$ cat src/rtl/core_pipmem_pkg.sv
// Shared types for the KayRV32 memory-access stage: load/store op codes,
// memory FSM states, byte-enable constants and an access-size decode helper.
package core_pipmem_pkg;

  typedef enum logic [2:0] {
    OP_LB  = 3'd0,
    OP_LH  = 3'd1,
    OP_LW  = 3'd2,
    OP_LBU = 3'd3,
    OP_LHU = 3'd4,
    OP_SB  = 3'd5,
    OP_SH  = 3'd6,
    OP_SW  = 3'd7
  } oper_sel_e;

  typedef enum logic [1:0] {
    MEM_IDLE = 2'd0,
    MEM_REQ  = 2'd1,
    MEM_WAIT = 2'd2
  } mem_state_e;

  typedef enum logic [1:0] {
    SZ_BYTE = 2'd0,
    SZ_HALF = 2'd1,
    SZ_WORD = 2'd2
  } acc_size_e;

  localparam logic [3:0] BE_BYTE = 4'b0001;
  localparam logic [3:0] BE_HALF = 4'b0011;
  localparam logic [3:0] BE_WORD = 4'b1111;

  function automatic acc_size_e access_size(input oper_sel_e op);
    case (op)
      OP_LB, OP_LBU, OP_SB: return SZ_BYTE;
      OP_LH, OP_LHU, OP_SH: return SZ_HALF;
      default:              return SZ_WORD;
    endcase
  endfunction

endpackage

$ cat src/rtl/core_lsu_align.sv
// Combinational lane steering: store byte-enables/replicated write data and
// load byte/half extraction with sign or zero extension; flags misalignment.
module core_lsu_align
  import core_pipmem_pkg::*;
(
  input  oper_sel_e   op,
  input  logic [1:0]  addr_lo,
  input  logic [31:0] st_data,
  input  logic [31:0] ld_raw,
  output logic [3:0]  st_be,
  output logic [31:0] st_lane,
  output logic [31:0] ld_data,
  output logic        misaligned
);

  acc_size_e   size;
  logic [1:0]  eff_lo;
  logic [7:0]  ld_byte;
  logic [15:0] ld_half;

  always_comb begin
    size       = access_size(op);
    misaligned = 1'b0;
    eff_lo     = addr_lo;
    st_be      = BE_WORD;
    st_lane    = st_data;
    // Address bits below the access size are dropped so the access stays aligned.
    case (size)
      SZ_BYTE: begin
        st_be   = BE_BYTE << addr_lo;
        st_lane = {4{st_data[7:0]}};
      end
      SZ_HALF: begin
        misaligned = addr_lo[0];
        eff_lo     = {addr_lo[1], 1'b0};
        st_be      = BE_HALF << eff_lo;
        st_lane    = {2{st_data[15:0]}};
      end
      default: begin
        misaligned = |addr_lo;
        eff_lo     = 2'b00;
      end
    endcase

    ld_byte = ld_raw[{eff_lo, 3'b000} +: 8];
    ld_half = ld_raw[{eff_lo[1], 4'b0000} +: 16];
    ld_data = ld_raw;
    case (op)
      OP_LB:   ld_data = {{24{ld_byte[7]}}, ld_byte};
      OP_LBU:  ld_data = {24'd0, ld_byte};
      OP_LH:   ld_data = {{16{ld_half[15]}}, ld_half};
      OP_LHU:  ld_data = {16'd0, ld_half};
      default: ld_data = ld_raw;
    endcase
  end

endmodule

$ cat src/rtl/core_pipmem.sv
// KayRV32 memory stage: IDLE/REQ/WAIT FSM on a req/gnt/rvalid port, stalls upstream while busy.
// KAYRV32_MISALIGN_TRAP_EN: misaligned half/word accesses are dropped and pulse o_Event.
module core_pipmem
  import core_pipmem_pkg::*;
#(
  parameter int ADDR_W = 32,
  parameter int DATA_W = 32,
  parameter int REG_AW = 5
) (
  input  logic              i_Clk,
  input  logic              i_Rst,
  input  logic              i_Valid,
  input  logic              i_MemOp,
  input  logic              i_LD_WR,
  input  oper_sel_e         i_Oper_sel,
  input  logic              i_RegWr,
  input  logic [REG_AW-1:0] i_RegFAddr,
  input  logic [ADDR_W-1:0] i_WriteAddr,
  input  logic [DATA_W-1:0] i_WriteData,
  output logic              o_DReq,
  output logic              o_DWe,
  output logic [ADDR_W-1:0] o_DAddr,
  output logic [3:0]        o_DBe,
  output logic [DATA_W-1:0] o_DWData,
  input  logic              i_DGnt,
  input  logic              i_DRValid,
  input  logic [DATA_W-1:0] i_DRData,
  output logic              o_WbEn,
  output logic [REG_AW-1:0] o_WbAddr,
  output logic [DATA_W-1:0] o_WbData,
  output logic              o_StallEn,
  output logic              o_Event
);

`ifdef KAYRV32_MISALIGN_TRAP_EN
  localparam logic TRAP_EN = 1'b1;
  logic event_q;
  assign o_Event = event_q;
`else
  localparam logic TRAP_EN = 1'b0;
  assign o_Event = 1'b0;
`endif

  mem_state_e        state;
  oper_sel_e         op_q;
  logic [1:0]        lo_q;
  logic [REG_AW-1:0] rd_q;

  oper_sel_e   sel_op;
  logic [1:0]  sel_lo;
  logic [3:0]  st_be;
  logic [31:0] st_lane;
  logic [31:0] ld_data;
  logic        misaligned;
  logic        trap;

  // The aligner sees the live bundle while idle and the captured one while a load is outstanding.
  assign sel_op    = (state == MEM_IDLE) ? i_Oper_sel : op_q;
  assign sel_lo    = (state == MEM_IDLE) ? i_WriteAddr[1:0] : lo_q;
  assign trap      = TRAP_EN & misaligned;
  assign o_StallEn = (state != MEM_IDLE);

  core_lsu_align u_align (
    .op         (sel_op),
    .addr_lo    (sel_lo),
    .st_data    (i_WriteData),
    .ld_raw     (i_DRData),
    .st_be      (st_be),
    .st_lane    (st_lane),
    .ld_data    (ld_data),
    .misaligned (misaligned)
  );

  always_ff @(posedge i_Clk) begin
    if (i_Rst) begin
      state    <= MEM_IDLE;
      op_q     <= OP_LB;
      lo_q     <= 2'b00;
      rd_q     <= '0;
      o_DReq   <= 1'b0;
      o_DWe    <= 1'b0;
      o_DAddr  <= '0;
      o_DBe    <= 4'b0000;
      o_DWData <= '0;
      o_WbEn   <= 1'b0;
      o_WbAddr <= '0;
      o_WbData <= '0;
`ifdef KAYRV32_MISALIGN_TRAP_EN
      event_q  <= 1'b0;
`endif
    end else begin
      o_WbEn <= 1'b0;
`ifdef KAYRV32_MISALIGN_TRAP_EN
      event_q <= 1'b0;
`endif
      case (state)
        MEM_IDLE: begin
          if (i_Valid && i_MemOp) begin
            if (trap) begin
`ifdef KAYRV32_MISALIGN_TRAP_EN
              event_q <= 1'b1;
`endif
            end else begin
              state    <= MEM_REQ;
              op_q     <= i_Oper_sel;
              lo_q     <= i_WriteAddr[1:0];
              rd_q     <= i_RegFAddr;
              o_DReq   <= 1'b1;
              o_DWe    <= i_LD_WR;
              o_DAddr  <= {i_WriteAddr[ADDR_W-1:2], 2'b00};
              o_DBe    <= i_LD_WR ? st_be : BE_WORD;
              o_DWData <= i_LD_WR ? st_lane : '0;
            end
          end else if (i_Valid) begin
            o_WbEn   <= i_RegWr && (i_RegFAddr != '0);
            o_WbAddr <= i_RegFAddr;
            o_WbData <= i_WriteData;
          end
        end
        MEM_REQ: begin
          if (i_DGnt) begin
            o_DReq <= 1'b0;
            state  <= o_DWe ? MEM_IDLE : MEM_WAIT;
          end
        end
        MEM_WAIT: begin
          if (i_DRValid) begin
            o_WbEn   <= (rd_q != '0);
            o_WbAddr <= rd_q;
            o_WbData <= ld_data;
            state    <= MEM_IDLE;
          end
        end
        default: state <= MEM_IDLE;
      endcase
    end
  end

endmodule

$ cat config.mk
export PLATFORM = sky130hd
export DESIGN_NAME = core_pipmem
export DESIGN_NICKNAME = d
export VERILOG_FILES = /design/src/rtl/core_pipmem_pkg.sv /design/src/rtl/core_lsu_align.sv /design/src/rtl/core_pipmem.sv
export SDC_FILE = /design/constraint.sdc
export NUM_CORES = 1
export LEC_CHECK = 0
export ABC_AREA = 1
export CELL_PAD_IN_SITES_DETAIL_PLACEMENT = 1
export CELL_PAD_IN_SITES_GLOBAL_PLACEMENT = 1
export CORE_UTILIZATION = 32
export DETAILED_ROUTE_END_ITERATION = 7
export GPL_TIMING_DRIVEN = 0
export PLACE_DENSITY = 0.83
export SETUP_SLACK_MARGIN = 0.4
export SLEW_MARGIN = 20
export SYNTH_ARGS = -nofsm -noshare
export SYNTH_HDL_FRONTEND = slang
export SYNTH_SLANG_ARGS = --single-unit
$ cat constraint.sdc
create_clock -name i_Clk -period 3.95 [get_ports i_Clk]
set_input_delay 0.5925 -clock i_Clk [delete_from_list [all_inputs] [get_ports i_Clk]]
set_output_delay 0.5925 -clock i_Clk [all_outputs]
set_load 0.05 [all_outputs]
=== Word level (Yosys, flattened, before mapping) ===
Index checks and enable logic that the tools add are counted.
W data, S select, Z words.

* Equality and inequality tests: 13
* Muxes and demuxes: 29
* Shift operators: 4
* Reduce and logical (&&, ||, !) cells: 16

{| class="wikitable"
|+ Operators with widths
! kind !! number
|-
| $mux W32 || 4
|-
| $pmux W32 S2 || 2
|-
| $pmux W32 S4 || 1
|-
| $shiftx A32 B6 Y16 || 1
|-
| $shiftx A32 B6 Y8 || 1
|-
| $mux W5 || 3
|-
| $mux W2 || 5
|-
| $pmux W5 S2 || 1
|-
| $reduce_bool A5 Y1 || 2
|-
| $eq A3 B3 Y1 const B || 3
|-
| $ne A2 B2 Y1 const B || 4
|-
| $pmux W2 S2 || 2
|-
| $pmux W4 S2 || 1
|-
| $pmux W2 S3 || 1
|-
| $reduce_and A3 Y1 || 2
|-
| $reduce_bool A2 Y1 || 3
|-
| $reduce_or A3 Y1 || 2
|-
| $mux W1 || 5
|-
| $eq A2 B1 Y1 const B || 2
|-
| $logic_not A2 Y1 || 2
|-
| $mux W4 || 1
|-
| $pmux W1 S2 || 2
|-
| $reduce_and A4 Y1 || 1
|-
| $shl A1 B2 Y4 const A || 1
|-
| other kinds (9) || 10
|}

* Output and inout port bits: 110
* Logic and storage cells: 74
* Input bits: 112
* Bits in registers: 118

=== Longest topological paths before layout ===
* Depth in word-level cells: 11
* Mapped depth: 16
* Mapped depth without buffers: 15

=== Modules after synthesis ===
From an unflattened synthesis, not the netlist that was laid out.

* Cell total of the unflattened synthesis: 1,002
* Area, all modules: 6,501.2 µm²

{| class="wikitable"
|+ Modules (own cells, without submodules)
! module !! cells each !! seq. area each (µm²) !! instances !! area an instance (µm²)
|-
| core_pipmem || 745 || 2,362.3 || 1 || 5,064.9
|-
| core_lsu_align || 257 || 0.0 || 1 || 1,436.4
|}

=== Worst setup path after synthesis ===
OpenSTA, ideal clock, no wires.

* Path type: register to register
* From: register state[0]
* To: register o_WbData[3]
* Path buffers: 1
* Clock period less this slack: 1,966 ps
* Stages on the path, launching flop included: 15
* Slack: 1,984 ps
* Required time: 3,830 ps
* Arrival: 1,846 ps
* Setup time: 120 ps
* Cells stage by stage: dfxtp_1 > inv_2 > nand2_2 > nand2_1 > nand2_2 > nand2_2 > nand3_2 > nand3_4 > nand2_4 > buf_2 > nand2_1 > nand3_1 > o211ai_1 > nand2_1 > a21oi_1

* Word-level cells in the longest chain between the ends: 11
* Elaborated cells between the ends (all ways): 26
* Classes of those cells: eq/ne (10); shift (2); mux (7); reduce/logical (7)

{| class="wikitable"
|+ RTL lines
! element !! RTL line !! text
|-
| start, declared || core_pipmem.sv:44 || <nowiki>mem_state_e state;</nowiki>
|-
| start signal, assigned || core_pipmem.sv:123 || <nowiki>state <= o_DWe ? MEM_IDLE : MEM_WAIT;</nowiki>
|-
| $logic_not A2 Y1 || core_pipmem.sv:58, core_pipmem.sv:59, core_pipmem.sv:96 ||
|-
| $mux W3 || core_pipmem.sv:58 || <nowiki>assign sel_op = (state == MEM_IDLE) ? i_Oper_sel : op_q;</nowiki>
|-
| $eq A3 B3 Y1 (tied with other cells) || core_pipmem_pkg.sv:33 || <nowiki>case (op)</nowiki>
|-
| $reduce_or A3 Y1 || core_pipmem_pkg.sv:33 ||
|-
| $pmux W2 S2 || core_pipmem_pkg.sv:33 ||
|-
| $eq A2 B1 Y1 or $logic_not A2 Y1 (tied branches) || core_lsu_align.sv:28 || <nowiki>case (size)</nowiki>
|-
| $pmux W2 S2 || core_lsu_align.sv:28 ||
|-
| $shiftx A32 B6 Y16 or $shiftx A32 B6 Y8 (tied branches) || core_lsu_align.sv:46, core_lsu_align.sv:45 ||
|-
| $pmux W32 S4 || core_lsu_align.sv:48 || <nowiki>case (op)</nowiki>
|-
| $mux W32 || core_pipmem.sv:127 || <nowiki>if (i_DRValid) begin</nowiki>
|-
| $pmux W32 S2 || core_pipmem.sv:96 || <nowiki>case (state)</nowiki>
|-
| end signal, assigned || core_pipmem.sv:117 || <nowiki>o_WbData <= i_WriteData;</nowiki>
|-
| end signal, assigned || core_pipmem.sv:130 || <nowiki>o_WbData <= ld_data;</nowiki>
|-
| end, declared || core_pipmem.sv:30 || <nowiki>output logic [DATA_W-1:0] o_WbData,</nowiki>
|}

Parallel ways exist; a longest one is shown, timed or not. The select of a mux whose other input is x is not followed.
A chain may end at the register's enable or synchronous reset.

=== Worst setup path after layout ===
* From: input i_Valid
* To: register o_DWData[30]

* Word-level cells in the longest chain between the ends: 2

{| class="wikitable"
|+ RTL lines
! element !! RTL line !! text
|-
| start, declared || core_pipmem.sv:12 || <nowiki>input logic i_Valid,</nowiki>
|-
| $logic_and A1 B1 Y1 || core_pipmem.sv:98 || <nowiki>if (i_Valid && i_MemOp) begin</nowiki>
|-
| $reduce_and A2 Y1 (no line) || -- ||
|-
| end signal, assigned || core_pipmem.sv:112 || <nowiki>o_DWData <= i_LD_WR ? st_lane : '0;</nowiki>
|-
| end, declared || core_pipmem.sv:24 || <nowiki>output logic [DATA_W-1:0] o_DWData,</nowiki>
|}

Every way passes these cells.

==> results.cfg <==
[critical_path]
arrival_ps = 2920
crit_required_ps = 4240
critPathLaunchType = input port
path_cells = clkdlybuf4s50_1 > nand3_1 > clkinv_1 > nand2_1 > clkbuf_1 > nor2_1 > o21ai_0 > a21oi_1
r2r_setup_slack_ps = 1410
cp_max_fo = 10
crit_start = i_Valid
worstSetupPathType = in -> reg
rr_worst_depth = 8
reg2reg_to = o_DWData[30]
cp_slowest_cell = clkbuf_1
endpoint_kind = register
max_stage_delay_ps = 490
r2r-start = state[0]

[die]
io_pins = 222
dieArea_mm2 = 0.0182
die_y_um = 135
num_rows = 48
start_util = 0.327
die_w_um = 135
coreArea_mm2 = 0.0173

[detailed_routing]
drc = 0
drt-initial-drc-count = 399
wl_um = 24100
wl_per_cell_um = 18.4
detail_route.vias_per_cell = 5.16
antenna_left = 0
vias = 6747
dr.pass1.iters = 5

[sta]
fin_ws_ps = 1330
finalMaxSlewViolations = 0
finalCritPeriodShare = 0.664
hold_viol = 0
worst_slew_pin_slew_ps = 647
rsz0062_at_grt = no
relSlewSlack = 0.569
finalHoldWorstSlack_ps = 468
setup-violations-final = 0
fin_skew_ps = 7.44
finalSetupTns_ps = 0
fmax_mhz = 381
fin_crit_ps = 2620

[global_route]
grt_pass1_wl_um = 36600
grt_max_degree = 17
grt_util_all_layers = 0.267
grt-ovfl-total = 0
grt_pass1_vias = 6785
antenna_found_initial = 0

[synth]
synth.distinct_cells = 31
avgSynthCellArea_um2 = 6.81
synth_compound_area_frac = 0.221
synthArstFlopShare = 0
synth-simple-area-share = 0.274
syn_area_mm2 = 0.00566
synth_xor_area_frac = 0
yosys_warnings = 0
synthCells = 831
synthMuxAreaShare = 0.00177
ys_seq_area_frac = 0.417
synth_top_family_by_area = simple AND/OR/NAND/NOR gates
synthAdderAreaFrac = 0
synth-edff-count = 0
ys.flop_type = dfxtp_1
synth_seq_cells = 118

[layout]
antenna_cells = 0
nFillCells = 2217
drive_gt1_frac = 0.0610
multi_input_area_mm2 = 0.00282
syn2layout_area_growth_pct = 54.4
final_cell_mix = 217 x clkdlybuf4s50_1, 146 x nand2_1, 124 x a21oi_1
ff_latch_area_mm2 = 0.00236
fin_nets = 1181
final_common_cell = clkdlybuf4s50_1

[cts]
cts_max_level = 4
hold_buffers = 0
cts_tree = built
cts.repair.resized = 0
numCtsBuffers = 17
clockBufferDepth = 2
post_cts_buffers = 0
clk_latency_ps = 420
clkTransAtPathRegs_ps = 60
cts_sinks = 118
cts_root_buf = clkbuf_16

[job]
maxCapViolCount = 0

[hold_path]
hold_class = reg -> reg
holdCritStartpoint = o_DWData[26]
worstHoldEndpoint = o_DWData[26]
holdPathStages = 2

[pwr]
p_per_area_mw_per_mm2 = 456
p_sw_frac = 0.338
max-vdd-ir-drop_uv = 341
p_int_mw = 2.63
power_frac_clock = 0.410
comb_power_share = 0.260
p_leak_nw = 3.42
switchingPower_mw = 1.35
seq_power_share = 0.330

[placement]
dp_slack_ps = 1010
dp_hpwl_um = 18700
port_buffers = 217
globalplace.congestion = 0.887

[outcome]
status = finished, final reports clean
[synthesized netlist by cell type, drive strengths merged, types with 4 or more instances]
cell type,count,area (µm²)
inv,58,218
nor3,4,20.0
dfxtp,118,2360
nand2,155,609
nand3,71,405
a21oi,124,621
o221ai,5,43.8
a31oi,5,31.3
o211ai,9,67.6
buf,12,87.6
clkbuf,45,169
o21ai,92,460
nor2,114,440
nand3b,8,60.1
[worst max path at each step]
stage	endpoint	slack, ps
CTS	o_StallEn	1400
detailed placement	o_DWData[30]	1010
global route	o_DWData[26]	1180
floorplan	o_WbData[3]	1980
global placement	o_DWData[30]	1080
finish	o_DWData[30]	1330
[power groups by stage]
stage | registers [mW] | clock network, mW | logic (mW)
final | 1.31 | 1.63 | 1.03
after global routing | 1.32 | 1.70 | 1.11
after CTS | 1.31 | 1.65 | 1.03
after detailed placement | 1.34 | 0 | 1.02
after global placement | 1.33 | 0 | 1.01
after floorplan | 1.57 | 0 | 0.380
[state kept, by name, indices dropped and copies added (netlist names), 3 cells and up]
register and cells:
o_DAddr 30, o_DBe 4, o_DWData 32, o_WbAddr 5, o_WbData 32, op_q 3, rd_q 5
[cell families (layout without fill, tap and decap cells)]
family	count (synthesis)	in the layout
AOI/OAI and AO/OA	239	239
buffers and inverters	118	367
DFF	118	118
muxes	1	1
other	1	3
and+or+nand+nor	354	354
[layout make-up]
| cell class | instances | share of cell area |
|---|---|---|
| clock inverter | 15 | 0.0219 |
| multi-input combinational | 597 | 0.323 |
| clock buffer | 17 | 0.0487 |
| sequential | 118 | 0.270 |
| tap | 225 | 0.0322 |
| timing repair buffer | 217 | 0.249 |
| buffer | 57 | 0.0293 |
| inverter | 61 | 0.0262 |
[per-layer routing]
layer,share of wire,track usage,vias up
met5,0,0,-
met4,0.027,0.104,0
met3,0.081,0.0732,46
met2,0.46,0.442,270
met1,0.43,0.328,3197
li1,-,-,3234
[through the flow]
| step | cells | cell area [µm²] | power (mW) | utilization |
|---|---|---|---|---|
| CTS | 1307 | 8740 | 3.99 | 0.505 |
| floorplan | 833 | 5670 | 1.95 | - |
| detailed placement | 1275 | 8120 | 2.36 | 0.470 |
| finish | 1307 | 8740 | 3.98 | 0.505 |
| global placement | 1275 | 8120 | 2.35 | 0.470 |
| global route | 1307 | 8740 | 4.14 | 0.505 |
[worst max-delay path, delay by kind of cell]
family	cells	cell delay [ps]
compound gates	2	240
simple gates	3	870
buf+inv	3	1200
Power figures use the tool's default switching activity.
